`src/rtl/spi_slave.sv`:
```
// SPI slave endpoint: oversamples SCLK/SSbar/MOSI on clk, shifts words MSB-first in any
// CPOL/CPHA mode, and supplies response words from a one-entry TX holding buffer.
module spi_slave #(
    parameter int         WORD_LENGTH = 8,
    parameter logic [1:0] SPI_MODE    = 2'b00,
    parameter int         SYNC_STAGES = 2
) (
    input  logic                   clk,
    input  logic                   rst,
    input  logic                   SCLK,
    input  logic                   SSbar,
    input  logic                   MOSI,
    output logic                   MISO,
    output logic                   MISO_EN,
    input  logic                   tx_valid,
    input  logic [WORD_LENGTH-1:0] TX_DATA,
    output logic                   tx_ready,
    output logic [WORD_LENGTH-1:0] RDATA,
    output logic                   rx_valid,
    output logic                   tx_underrun
);

    localparam logic CPOL  = SPI_MODE[1];
    localparam logic CPHA  = SPI_MODE[0];
    localparam int   CNT_W = $clog2(WORD_LENGTH + 1);
    localparam logic [CNT_W-1:0] LAST_BIT = CNT_W'(WORD_LENGTH - 1);

    typedef enum logic {
        IDLE,
        ACTIVE
    } state_t;

    state_t state_reg, state_next;

    logic [SYNC_STAGES-1:0] sclk_sync_reg, ss_sync_reg, mosi_sync_reg;
    logic                   sclk_prev_reg, ss_prev_reg;
    logic                   sclk_s, ss_s, mosi_s;
    logic                   sclk_rise, sclk_fall, lead_edge, trail_edge;
    logic                   sample_edge, shift_edge, ss_fall, ss_rise;

    logic                   start, stop, do_sample, do_shift, complete, load;
    logic [WORD_LENGTH-1:0] load_word;

    logic [WORD_LENGTH-1:0] buf_data_reg;
    logic                   buf_full_reg;
    logic [WORD_LENGTH-1:0] tx_shift_reg, rx_shift_reg, rx_word;
    logic [CNT_W-1:0]       bit_cnt_reg;
    logic                   accept;

    // Synchroniser chains; idle levels are chosen so that reset release creates no edge.
    always_ff @(posedge clk or posedge rst) begin
        if (rst) begin
            sclk_sync_reg <= {SYNC_STAGES{CPOL}};
            ss_sync_reg   <= {SYNC_STAGES{1'b1}};
            mosi_sync_reg <= '0;
            sclk_prev_reg <= CPOL;
            ss_prev_reg   <= 1'b1;
        end else begin
            sclk_sync_reg <= {sclk_sync_reg[SYNC_STAGES-2:0], SCLK};
            ss_sync_reg   <= {ss_sync_reg[SYNC_STAGES-2:0], SSbar};
            mosi_sync_reg <= {mosi_sync_reg[SYNC_STAGES-2:0], MOSI};
            sclk_prev_reg <= sclk_s;
            ss_prev_reg   <= ss_s;
        end
    end

    assign sclk_s      = sclk_sync_reg[SYNC_STAGES-1];
    assign ss_s        = ss_sync_reg[SYNC_STAGES-1];
    assign mosi_s      = mosi_sync_reg[SYNC_STAGES-1];
    assign sclk_rise   = sclk_s & ~sclk_prev_reg;
    assign sclk_fall   = ~sclk_s & sclk_prev_reg;
    assign lead_edge   = CPOL ? sclk_fall : sclk_rise;
    assign trail_edge  = CPOL ? sclk_rise : sclk_fall;
    assign sample_edge = CPHA ? trail_edge : lead_edge;
    assign shift_edge  = CPHA ? lead_edge : trail_edge;
    assign ss_fall     = ~ss_s & ss_prev_reg;
    assign ss_rise     = ss_s & ~ss_prev_reg;

    always_ff @(posedge clk or posedge rst) begin
        if (rst) state_reg <= IDLE;
        else     state_reg <= state_next;
    end

    always_comb begin
        state_next = state_reg;
        start      = 1'b0;
        stop       = 1'b0;
        do_sample  = 1'b0;
        do_shift   = 1'b0;
        case (state_reg)
            IDLE: begin
                if (ss_fall) begin
                    state_next = ACTIVE;
                    start      = 1'b1;
                end
            end
            ACTIVE: begin
                if (ss_rise) begin
                    state_next = IDLE;
                    stop       = 1'b1;
                end else begin
                    do_sample = sample_edge;
                    do_shift  = shift_edge;
                end
            end
            default: state_next = IDLE;
        endcase
    end

    assign complete  = do_sample && (bit_cnt_reg == LAST_BIT);
    assign load      = start | complete;
    assign load_word = buf_full_reg ? buf_data_reg : '0;
    assign accept    = tx_valid & ~buf_full_reg;
    assign rx_word   = {rx_shift_reg[WORD_LENGTH-2:0], mosi_s};
    assign tx_ready  = ~buf_full_reg;

    // A write in the same cycle as a load lands in the buffer after the load took the old contents.
    always_ff @(posedge clk or posedge rst) begin
        if (rst) begin
            buf_data_reg <= '0;
            buf_full_reg <= 1'b0;
        end else if (accept) begin
            buf_data_reg <= TX_DATA;
            buf_full_reg <= 1'b1;
        end else if (load) begin
            buf_full_reg <= 1'b0;
        end
    end

    always_ff @(posedge clk or posedge rst) begin
        if (rst) begin
            bit_cnt_reg  <= '0;
            rx_shift_reg <= '0;
            RDATA        <= '0;
            rx_valid     <= 1'b0;
            tx_underrun  <= 1'b0;
        end else begin
            rx_valid    <= complete;
            tx_underrun <= load & ~buf_full_reg;
            if (start || stop) begin
                bit_cnt_reg <= '0;
            end else if (do_sample) begin
                rx_shift_reg <= rx_word;
                bit_cnt_reg  <= complete ? '0 : bit_cnt_reg + 1'b1;
                if (complete) RDATA <= rx_word;
            end
        end
    end

    // With CPHA=0 the MSB must already be on MISO before the first leading edge.
    always_ff @(posedge clk or posedge rst) begin
        if (rst) begin
            tx_shift_reg <= '0;
            MISO         <= 1'b0;
            MISO_EN      <= 1'b0;
        end else if (stop) begin
            MISO    <= 1'b0;
            MISO_EN <= 1'b0;
        end else if (start) begin
            MISO_EN <= 1'b1;
            if (!CPHA) begin
                MISO         <= load_word[WORD_LENGTH-1];
                tx_shift_reg <= load_word << 1;
            end else begin
                tx_shift_reg <= load_word;
            end
        end else if (complete) begin
            tx_shift_reg <= load_word;
        end else if (do_shift) begin
            MISO         <= tx_shift_reg[WORD_LENGTH-1];
            tx_shift_reg <= tx_shift_reg << 1;
        end
    end

endmodule

```
`config.mk`:
```
export PLATFORM = sky130hd
export DESIGN_NAME = spi_slave
export DESIGN_NICKNAME = d
export VERILOG_FILES = /design/src/rtl/spi_slave.sv
export SDC_FILE = /design/constraint.sdc
export NUM_CORES = 1
export LEC_CHECK = 0
export BUFFER_PORTS_ARGS = -buffer_cell sky130_fd_sc_hd__buf_2
export CORE_MARGIN = 1
export CORE_UTILIZATION = 25
export CTS_CLUSTER_SIZE = 20
export DETAILED_ROUTE_END_ITERATION = 16
export GPL_ROUTABILITY_DRIVEN = 0
export SETUP_SLACK_MARGIN = 0.02
export SKIP_CTS_REPAIR_TIMING = 1
export SLEW_MARGIN = 20
export SYNTH_ARGS = -nofsm -noshare
export SYNTH_HDL_FRONTEND = slang
export SYNTH_SLANG_ARGS = --single-unit
```
`constraint.sdc`:
```
create_clock -name clk -period 2.7 [get_ports clk]
set_input_delay 0.135 -clock clk [delete_from_list [all_inputs] [get_ports clk]]
set_output_delay 0.135 -clock clk [all_outputs]
set_load 0.01 [all_outputs]
```
# Word level (Yosys, flattened, before mapping)
# Index checks and enable logic that the tools add are counted.
[word_totals]
ff_bits = 49
latch_bits = 0
mem_bits_rw = 0
rom_bits = 0
out_inout_bits = 13
elab_cells = 70
mem_count = 0
[op_classes]
addsub = 1
n_mul = 0
n_div = 0
n_lt_le_gt_ge = 0
eq_ne = 2
shift = 0
mux = 25
n_bitwise = 15
reduce_logical = 11
[op_table]
columns = ["op", "n"]
rows = [
  ["8-bit 2-to-1 mux", 4],
  ["1-bit 2-to-1 mux", 17],
  ["4-bit 2-to-1 mux", 3],
  ["1-bit NOT", 8],
  ["1-bit bitwise AND", 6],
  ["2-bit AND reduction", 3],
  ["2-bit nonzero test", 3],
  ["3-bit nonzero test", 2],
  ["4-bit by 1-bit adder with 4-bit output (second input constant)", 1],
  ["4-bit by 3-bit equality test with 1-bit output (second input constant)", 1],
  ["3-bit != test (second input constant)", 1],
  ["3-bit AND reduction", 1],
  ["1-bit one-hot mux with 2 select lines", 1],
  ["1-bit logical AND", 1],
  ["1-bit logical OR", 1],
  ["1-bit OR", 1],
]

# Depth between registers and ports, before layout
# Gate-level depths: netlist of the first run.
[depth]
depth_word = 8
depth_mapped = 7
ltp_nobuf = 6

# Worst setup path after synthesis of the first run
# No wires, ideal clock.
[synth_path]
path_type = "register -> register"
startpoint = "register bit_cnt_reg[0]"
endpoint = "register tx_shift_reg[3]"
arrival_ps = 1539
required_ps = 2575
setup_slack_ps = 1035
path_stages_with_launch = 6
path_buffers = 0
synth_period_minus_slack_ps = 1665
path_cell_list = "dfrtp_1 -> ha_1 -> and3b_4 -> a21o_4 -> a21o_4 -> mux2_4"
[synth_between]
elab_chain_len = 4
[synth_rtl]
columns = ["item", "line_no", "source"]
rows = [
  ["start, declared", "47", "logic [CNT_W-1:0] bit_cnt_reg;"],
  ["start signal, assigned", "144", "bit_cnt_reg <= complete ? '0 : bit_cnt_reg + 1'b1;"],
  ["4-bit by 3-bit equality test with 1-bit output (*)", "110", "assign complete = do_sample && (bit_cnt_reg == LAST_BIT);"],
  ["1-bit logical AND (*)", "110", ""],
  ["3-bit nonzero test (no source line) / 8-bit 2-to-1 mux (equally long branches)", "n/a", ""],
  ["2-bit AND reduction (no source line) / 8-bit 2-to-1 mux (equally long branches)", "n/a", ""],
  ["end signal, assigned", "163", "tx_shift_reg <= load_word << 1;"],
  ["end signal, assigned", "165", "tx_shift_reg <= load_word;"],
  ["end signal, assigned", "168", "tx_shift_reg <= load_word;"],
  ["end, declared", "46", "logic [WORD_LENGTH-1:0] tx_shift_reg, rx_shift_reg, rx_word;"],
]
# Every way passes the cells marked *; elsewhere a longest branch is shown, timed or not.
# A chain may end at the register's enable or synchronous reset.

# Worst setup path in the final report of the first run
[layout_path]
startpoint = "register sclk_sync_reg[1]"
endpoint = "register tx_shift_reg[7]"
[layout_between]
elab_chain_len = 6
[layout_rtl]
columns = ["item", "line_no", "source"]
rows = [
  ["start, declared", "35", "logic [SYNC_STAGES-1:0] sclk_sync_reg, ss_sync_reg, mosi_sync_reg;"],
  ["start signal, assigned", "53", "sclk_sync_reg <= {SYNC_STAGES{CPOL}};"],
  ["start signal, assigned", "59", "sclk_sync_reg <= {sclk_sync_reg[SYNC_STAGES-2:0], SCLK};"],
  ["1-bit bitwise AND / 1-bit NOT (equally long branches)", "70, 71", ""],
  ["1-bit 2-to-1 mux / 1-bit bitwise AND (equally long branches)", "98, 71", ""],
  ["1-bit 2-to-1 mux (on tied branches)", "90, 98", ""],
  ["1-bit logical AND / 1-bit 2-to-1 mux (equally long branches)", "110, 90", ""],
  ["3-bit nonzero test (no source line) / 8-bit 2-to-1 mux (equally long branches)", "n/a", ""],
  ["2-bit AND reduction (no source line) / 8-bit 2-to-1 mux (equally long branches)", "n/a", ""],
]
# Several ways; a longest one is shown, not always the timed one.

==> impl_metrics.xml, run 1 <==
<?xml version="1.0" encoding="UTF-8"?>
<metrics>
  <group name="logic_synthesis">
    <metric name="yosysWarningCount" unit="">0</metric>
    <metric name="syn_area_per_cell" unit="µm²">11.8</metric>
    <metric name="asyncSetResetFlopFracSynth" unit="%">100</metric>
    <metric name="synth.net_count" unit="">192</metric>
    <metric name="postSynthCellCount" unit="">177</metric>
    <metric name="synth_seq_cells" unit="">49</metric>
    <metric name="synth.lib_cells_used.distinct" unit="">36</metric>
    <metric name="synth-edff-count" unit="">0</metric>
    <metric name="ys_dominant_reg_cell" unit="">dfrtp_1</metric>
    <metric name="synth-seq-area-share" unit="%">58.8</metric>
    <metric name="netlist_area" unit="µm²">2090</metric>
  </group>
  <group name="floorplan">
    <metric name="initial_core_util" unit="%">26.5</metric>
    <metric name="placeableCoreArea" unit="µm²">7890</metric>
    <metric name="chip_height" unit="µm">93.5</metric>
    <metric name="die_area" unit="µm²">8730</metric>
    <metric name="std_cell_rows" unit="">32</metric>
    <metric name="die_w" unit="µm">93.5</metric>
    <metric name="io_pins" unit="">27</metric>
  </group>
  <group name="timing">
    <metric name="timing.final.crit_share" unit="%">74.5</metric>
    <metric name="rsz0062_at_grt" unit="">false</metric>
    <metric name="final.setup.tns" unit="ps">0</metric>
    <metric name="highest_clock_rate" unit="GHz">0.497</metric>
    <metric name="hold_violations" unit="">46</metric>
    <metric name="holdWs" unit="ps">-42.7</metric>
    <metric name="max_slew_margin" unit="%">44.9</metric>
    <metric name="clock_skew" unit="ps">10.9</metric>
    <metric name="slew_viol_final" unit="">0</metric>
    <metric name="finalSetupViolCount" unit="">0</metric>
    <metric name="fin_crit" unit="ps">2010</metric>
    <metric name="worst_pin_slew" unit="ps">826</metric>
  </group>
  <group name="global_route">
    <metric name="grt_first_pass_wirelength" unit="µm">6780</metric>
    <metric name="antenna_found_initial" unit="">0</metric>
    <metric name="grtUsageTotal" unit="%">9.96</metric>
    <metric name="maximum_number_of_pins_on_one_net_before_global_route_repair" unit="">50</metric>
    <metric name="overflow" unit="">0</metric>
    <metric name="number_of_global_route_vias_before_repair" unit="">1415</metric>
  </group>
  <group name="pwr">
    <metric name="power.share.clock" unit="%">24.5</metric>
    <metric name="power.density" unit="nW/µm²">778</metric>
    <metric name="p_leak" unit="nW">1.13</metric>
    <metric name="switching_power" unit="W">0.000549</metric>
    <metric name="cellInternalPower" unit="W">0.00136</metric>
    <metric name="switching_share" unit="%">28.8</metric>
    <metric name="pwr-share-seq" unit="%">54.6</metric>
    <metric name="peakVddDrop" unit="µV">240</metric>
    <metric name="power.combinational.fraction" unit="%">20.9</metric>
  </group>
  <group name="cells_and_area">
    <metric name="layout_commonest_cell" unit="">dfrtp_1</metric>
    <metric name="antennaDiodeCount" unit="">0</metric>
    <metric name="post_route_cells_drive_above_1_share" unit="%">32.2</metric>
    <metric name="area_growth" unit="%">17.2</metric>
    <metric name="layout_common_cells" unit="">46 x dfrtp_1, 30 x nand2_1, 26 x buf_2, 22 x nand3_1, 16 x mux2_2</metric>
    <metric name="finish.utilization" unit="%">31.1</metric>
    <metric name="num-nets-final" unit="">222</metric>
  </group>
  <group name="routing">
    <metric name="drtAntennaViolNets" unit="">0</metric>
    <metric name="detail_route.drc_violations" unit="">0</metric>
    <metric name="drt-total-wl" unit="µm">4090</metric>
    <metric name="dr.first_iter.drc_count" unit="">152</metric>
    <metric name="avgRoutedWirePerCell" unit="µm">13.2</metric>
    <metric name="dr.pass1.iters" unit="">4</metric>
    <metric name="route.detailed.vias_per_inst" unit="">4.54</metric>
    <metric name="routed-via-count" unit="">1406</metric>
  </group>
  <group name="setup_path">
    <metric name="timing.critical_path.from_type" unit="">flop</metric>
    <metric name="timing.critical_path.fanout_max" unit="">18</metric>
    <metric name="cp_slowest_stage_delay" unit="ps">470</metric>
    <metric name="required" unit="ps">2920</metric>
    <metric name="critical_path.slowest_cell" unit="">nor2b_1</metric>
    <metric name="critPathCaptureType" unit="">flop</metric>
    <metric name="crit_type" unit="">reg2reg</metric>
    <metric name="worst_ep_arrival_time" unit="ps">2230</metric>
    <metric name="timing.critical_path.cells" unit="">nor2b_1 -&gt; nand4_4 -&gt; inv_2 -&gt; nand3_1 -&gt; a41oi_1</metric>
  </group>
  <group name="placement">
    <metric name="io_buffer_count" unit="">26</metric>
    <metric name="hpwlAfterDp" unit="µm">2740</metric>
  </group>
  <group name="run_status">
    <metric name="failed_checks" unit="">hold timing</metric>
    <metric name="outcome" unit="">finished, violations left</metric>
  </group>
  <group name="cts">
    <metric name="cts_num_sinks" unit="">49</metric>
    <metric name="ctsRootBufferMaster" unit="">clkbuf_8</metric>
    <metric name="ctsLongestPathBuffers" unit="">2</metric>
    <metric name="cts.clk_slew.worst_paths" unit="ps">90</metric>
    <metric name="cts_inserted_buffers" unit="">5</metric>
    <metric name="later_pin_clock_latency_in_the_skew_report" unit="ps">300</metric>
    <metric name="cts_tree" unit="">done</metric>
    <metric name="cts_max_level" unit="">2</metric>
  </group>
  <group name="worst_hold_path">
    <metric name="min_path_type" unit="">in2async</metric>
  </group>
  <group name="flow_run">
    <metric name="timing.max_cap.violations" unit="">0</metric>
  </group>
</metrics>
cells in the mapped netlist, types with 3 or more instances:
library cell | n | area [µm²]
and2_1 | 3 | 18.8
a41oi_1 | 6 | 52.6
a211oi_1 | 6 | 45.0
buf_4 | 3 | 22.5
nor2b_1 | 4 | 25.0
dfstp_2 | 3 | 78.8
inv_1 | 4 | 15.0
o21ai_0 | 4 | 20.0
buf_2 | 3 | 15.0
nand2_1 | 30 | 113
mux2_2 | 16 | 180
nand3_1 | 22 | 110
dfrtp_1 | 46 | 1150
metrics by stage:
stage / hold WS (ps) / worst slack, ps / power, W / cell area [µm²] / instances
floorplan: 139 / 1040 / 0.00134 / 2090 / 177
global placement: 243 / 780 / 0.00145 / 2320 / 299
detailed placement: 246 / 676 / 0.00146 / 2320 / 299
CTS: -87.5 / 667 / 0.00193 / 2420 / 307
global route: 36.8 / 470 / 0.00204 / 2450 / 310
finish: -42.7 / 688 / 0.00191 / 2450 / 310
worst max-delay path, delay by kind of cell, from the launching register on:
family / cells / cell delay (ps)
buf+inv: 1 / 350
simple gates: 3 / 970
compound gates: 1 / 220
flops: 1 / 370
layer usage:
metal,global-route usage [%],up-vias,share of wire [%]
li1,-,681,-
met1,12.7,696,47
met2,16.1,23,48
met3,2.68,6,3.8
met4,3.85,0,1.5
met5,0,-,0
final timing paths:
check / from / to / slack (ps) / cells past startpoint
max: sclk_sync_reg[1]$_DFF_PP0_ / tx_shift_reg[7]$_DFFE_PP0P_ / 690 / 5
min: rst / bit_cnt_reg[1]$_DFFE_PP0P_ / -40 / 2
max reg2reg: sclk_sync_reg[1]$_DFF_PP0_ / tx_shift_reg[7]$_DFFE_PP0P_ / 690 / 5
min reg2reg: sclk_sync_reg[0]$_DFF_PP0_ / sclk_sync_reg[1]$_DFF_PP0_ / 340 / 0
max in group asynchronous: rst / tx_shift_reg[0]$_DFFE_PP0P_ / 2230 / 2
min in group clk: TX_DATA[0] / buf_data_reg[0]$_DFFE_PP0P_ / 70 / 2
power groups by stage:
stage / clock network [W] / registers (W) / logic, W
global route: 0.000518 / 0.00107 / 0.000447
CTS: 0.000489 / 0.00104 / 0.000400
floorplan: 0 / 0.00102 / 0.000323
detailed placement: 0 / 0.00106 / 0.000400
finish: 0.000467 / 0.00104 / 0.000399
global placement: 0 / 0.00106 / 0.000390
area by class of cell:
| type | count | area (µm²) |
|---|---|---|
| fillers | 807 | 5440 |
| flip-flops and latches | 49 | 1230 |
| multi-input cells | 115 | 797 |
| repair buffers | 31 | 175 |
| well taps | 102 | 128 |
| clock buffers | 7 | 96.3 |
| inverters | 5 | 20.0 |
| clock inverters | 1 | 5.00 |
cell families (layout without fill, tap and decap cells):
| kind of cell | count (synthesis) | after routing | share of synthesized area (%) |
|---|---|---|---|
| buffers and inverters | 13 | 44 | 3.05 |
| adder cells (fa/ha/maj) | 1 | 1 | 0.598 |
| AND/OR/NAND/NOR | 71 | 71 | 18.1 |
| XOR/XNOR | 1 | 1 | 0.419 |
| multiplexers | 19 | 19 | 10.3 |
| flip-flops | 49 | 49 | 58.8 |
| AO/OA/AOI/OAI | 23 | 23 | 8.74 |
(Power assumes the default switching activity.)
==> run 2: changes to the inputs <==
ABC_AREA = 1   (was default)
clock period = 1.98 ns   (was 2.7 ns; I/O delays follow)
==> run 2 against run 1 <==
  * Maximum frequency increased by 22%
  * Combinational power increased by 55%
  * The run still ends with hold timing left
  * Non-clock buffer count increased by 2
  * Flip-flop and latch count unchanged
  * Critical path type unchanged
  * Largest cell class unchanged
  * Global-route usage decreased by 0.20 points
==> impl_metrics.xml, run 2 <==
<?xml version="1.0" encoding="UTF-8"?>
<metrics>
  <group name="floorplan">
    <metric name="chip_height" unit="µm">94.6</metric>
    <metric name="placeableCoreArea" unit="µm²">8260</metric>
    <metric name="io_pins" unit="">27</metric>
    <metric name="initial_core_util" unit="%">26.0</metric>
    <metric name="std_cell_rows" unit="">33</metric>
    <metric name="die_area" unit="µm²">8950</metric>
    <metric name="die_w" unit="µm">94.6</metric>
  </group>
  <group name="pwr">
    <metric name="power.density" unit="nW/µm²">1050</metric>
    <metric name="peakVddDrop" unit="µV">519</metric>
    <metric name="post_layout_power" unit="W">0.00264</metric>
    <metric name="p_leak" unit="nW">1.28</metric>
  </group>
  <group name="setup_path">
    <metric name="required" unit="ps">2170</metric>
    <metric name="worstSetupStartpoint" unit="">ss_prev_reg$_DFF_PP1_</metric>
    <metric name="worst_ep_arrival_time" unit="ps">1840</metric>
    <metric name="crit_type" unit="">reg2reg</metric>
    <metric name="crit-reg2reg-launch" unit="">ss_prev_reg$_DFF_PP1_</metric>
    <metric name="timing.critical_path.fanout_max" unit="">12</metric>
    <metric name="regToRegEndpoint" unit="">tx_shift_reg[4]$_DFFE_PP0P_</metric>
    <metric name="critPathCaptureType" unit="">flop</metric>
    <metric name="rrSetupSlack" unit="ps">340</metric>
    <metric name="reg2regPathDepth" unit="">7</metric>
    <metric name="timing.critical_path.from_type" unit="">flop</metric>
    <metric name="cp-endpoint" unit="">tx_shift_reg[4]$_DFFE_PP0P_</metric>
  </group>
  <group name="routing">
    <metric name="dr.first_iter.drc_count" unit="">75</metric>
    <metric name="detail_route.drc_violations" unit="">0</metric>
    <metric name="dr.pass1.iters" unit="">4</metric>
    <metric name="avgRoutedWirePerCell" unit="µm">10.9</metric>
    <metric name="drtAntennaViolNets" unit="">0</metric>
    <metric name="drt-total-wl" unit="µm">3950</metric>
    <metric name="routed-via-count" unit="">1549</metric>
    <metric name="route.detailed.vias_per_inst" unit="">4.27</metric>
  </group>
  <group name="timing">
    <metric name="highest_clock_rate" unit="GHz">0.608</metric>
    <metric name="worst_pin_slew" unit="ps">600</metric>
    <metric name="final.setup.tns" unit="ps">0</metric>
    <metric name="holdWs" unit="ps">-50.1</metric>
    <metric name="timing.final.crit_share" unit="%">83.0</metric>
    <metric name="clock_skew" unit="ps">9.96</metric>
    <metric name="max_slew_margin" unit="%">60.0</metric>
    <metric name="slew_viol_final" unit="">0</metric>
    <metric name="finalSetupViolCount" unit="">0</metric>
    <metric name="fin_crit" unit="ps">1640</metric>
    <metric name="hold_violations" unit="">46</metric>
    <metric name="rsz0062_at_grt" unit="">false</metric>
  </group>
  <group name="logic_synthesis">
    <metric name="postSynthCellCount" unit="">223</metric>
    <metric name="netlist.area_leader.share" unit="%">53.7</metric>
    <metric name="synth-edff-count" unit="">0</metric>
    <metric name="synth_top_cells_by_count" unit="">67 x nand2_1, 46 x dfrtp_1, 25 x inv_1</metric>
    <metric name="synth-seq-area-share" unit="%">57.4</metric>
    <metric name="synth_area_leader_cell" unit="">dfrtp_1</metric>
    <metric name="synth.lib_cells_used.distinct" unit="">27</metric>
    <metric name="ys_top_cells_by_area" unit="">dfrtp_1 54%, nand2_1 12%, inv_1 4.4%</metric>
    <metric name="synth_seq_cells" unit="">49</metric>
    <metric name="netlist_area" unit="µm²">2140</metric>
    <metric name="synth.net_count" unit="">238</metric>
    <metric name="yosysMostFrequentCell" unit="">nand2_1</metric>
    <metric name="yosysWarningCount" unit="">0</metric>
    <metric name="syn_area_per_cell" unit="µm²">9.61</metric>
    <metric name="ys_dominant_reg_cell" unit="">dfrtp_1</metric>
    <metric name="asyncSetResetFlopFracSynth" unit="%">100</metric>
  </group>
  <group name="cells_and_area">
    <metric name="layout_commonest_cell" unit="">nand2_1</metric>
    <metric name="area_growth" unit="%">16.8</metric>
    <metric name="post_route_cells_drive_above_1_share" unit="%">25.2</metric>
    <metric name="number_of_non_filler_instances_in_the_completed_layout" unit="">363</metric>
    <metric name="num-nets-final" unit="">272</metric>
    <metric name="antennaDiodeCount" unit="">0</metric>
    <metric name="layout_common_cells" unit="">67 x nand2_1, 46 x dfrtp_1, 26 x buf_2, 24 x inv_1, 16 x nand3_1</metric>
  </group>
  <group name="placement">
    <metric name="hpwlAfterDp" unit="µm">2890</metric>
    <metric name="io_buffer_count" unit="">26</metric>
    <metric name="dp.cells" unit="">352</metric>
  </group>
  <group name="cts">
    <metric name="cts_inserted_buffers" unit="">5</metric>
    <metric name="cts.clk_slew.worst_paths" unit="ps">90</metric>
    <metric name="later_pin_clock_latency_in_the_skew_report" unit="ps">300</metric>
    <metric name="ctsRootBufferMaster" unit="">clkbuf_8</metric>
    <metric name="ctsLongestPathBuffers" unit="">2</metric>
    <metric name="cts_num_sinks" unit="">49</metric>
    <metric name="cts_max_level" unit="">2</metric>
    <metric name="cts_tree" unit="">done</metric>
  </group>
  <group name="global_route">
    <metric name="number_of_global_route_vias_before_repair" unit="">1472</metric>
    <metric name="antenna_found_initial" unit="">0</metric>
    <metric name="maximum_number_of_pins_on_one_net_before_global_route_repair" unit="">50</metric>
    <metric name="overflow" unit="">0</metric>
    <metric name="grt_first_pass_wirelength" unit="µm">6840</metric>
    <metric name="grtUsageTotal" unit="%">9.76</metric>
  </group>
  <group name="flow_run">
    <metric name="timing.max_cap.violations" unit="">0</metric>
  </group>
  <group name="run_status">
    <metric name="outcome" unit="">finished, violations left</metric>
    <metric name="failed_checks" unit="">hold timing</metric>
  </group>
  <group name="worst_hold_path">
    <metric name="min_path_type" unit="">in2async</metric>
  </group>
</metrics>
## run 2: worst min-delay path by stage
stage | from | end | cells after the start
final | rst | buf_data_reg[0]$_DFFE_PP0P_ | 3
after CTS | MOSI | mosi_sync_reg[0]$_DFF_PP0_ | 1
after floorplan | SSbar | ss_sync_reg[0]$_DFF_PP1_ | 0
after global routing | rst | tx_shift_reg[0]$_DFFE_PP0P_ | 3
after global placement | MOSI | mosi_sync_reg[0]$_DFF_PP0_ | 1
after detailed placement | SSbar | ss_sync_reg[0]$_DFF_PP1_ | 1
## run 2: report_power, final
group / internal [W] / switching [W] / total [W]
logic: 0.000272 / 0.000345 / 0.000617
registers: 0.00124 / 0.000174 / 0.00142
clock network: 0.000283 / 0.000320 / 0.000604
## run 2: logic make-up after synthesis
| group | share of synthesized area [%] |
|---|---|
| compound gates | 6.42 |
| fa+ha+maj | 0.584 |
| mux | 4.20 |
| simple gates | 24.0 |
| buf+inv | 7.41 |
| flops | 57.4 |
## run 2: layout make-up
type / count / area, µm²
Inverter: 27 / 101
Fill cell: 898 / 5750
Multi-Input combinational cell: 141 / 754
Timing Repair Buffer: 33 / 190
Clock buffer: 6 / 82.6
Sequential cell: 49 / 1230
Tap cell: 105 / 131
Clock inverter: 2 / 13.8
## run 2: metal layers
| metal | part of all wire, % | global-route usage (%) | wire length, µm |
|---|---|---|---|
| met5 | 0 | 0 | 0 |
| met4 | 1.0 | 3.41 | 41 |
| met3 | 3.3 | 2.50 | 132 |
| met2 | 45 | 15.2 | 1790 |
| met1 | 50 | 13.1 | 1990 |
## run 2: metrics by stage
step | setup WS (ps) | instance area, µm² | util, %
2_1_floorplan | 549 | 2140 | -
3_3_place_gp | 352 | 2380 | 28.8
3_5_place_dp | 331 | 2380 | 28.8
4_1_cts | 320 | 2470 | 30.0
5_1_grt | 206 | 2500 | 30.3
6_report | 336 | 2500 | 30.3
## run 2: critical path, cell delays in order, from the launching register on
cell and delay (ps):
dfstp_2 530, inv_1 80, a21oi_4 270, nand3_4 210, nand2_2 220, inv_2 110, nand2_1 80, nand2_1 50
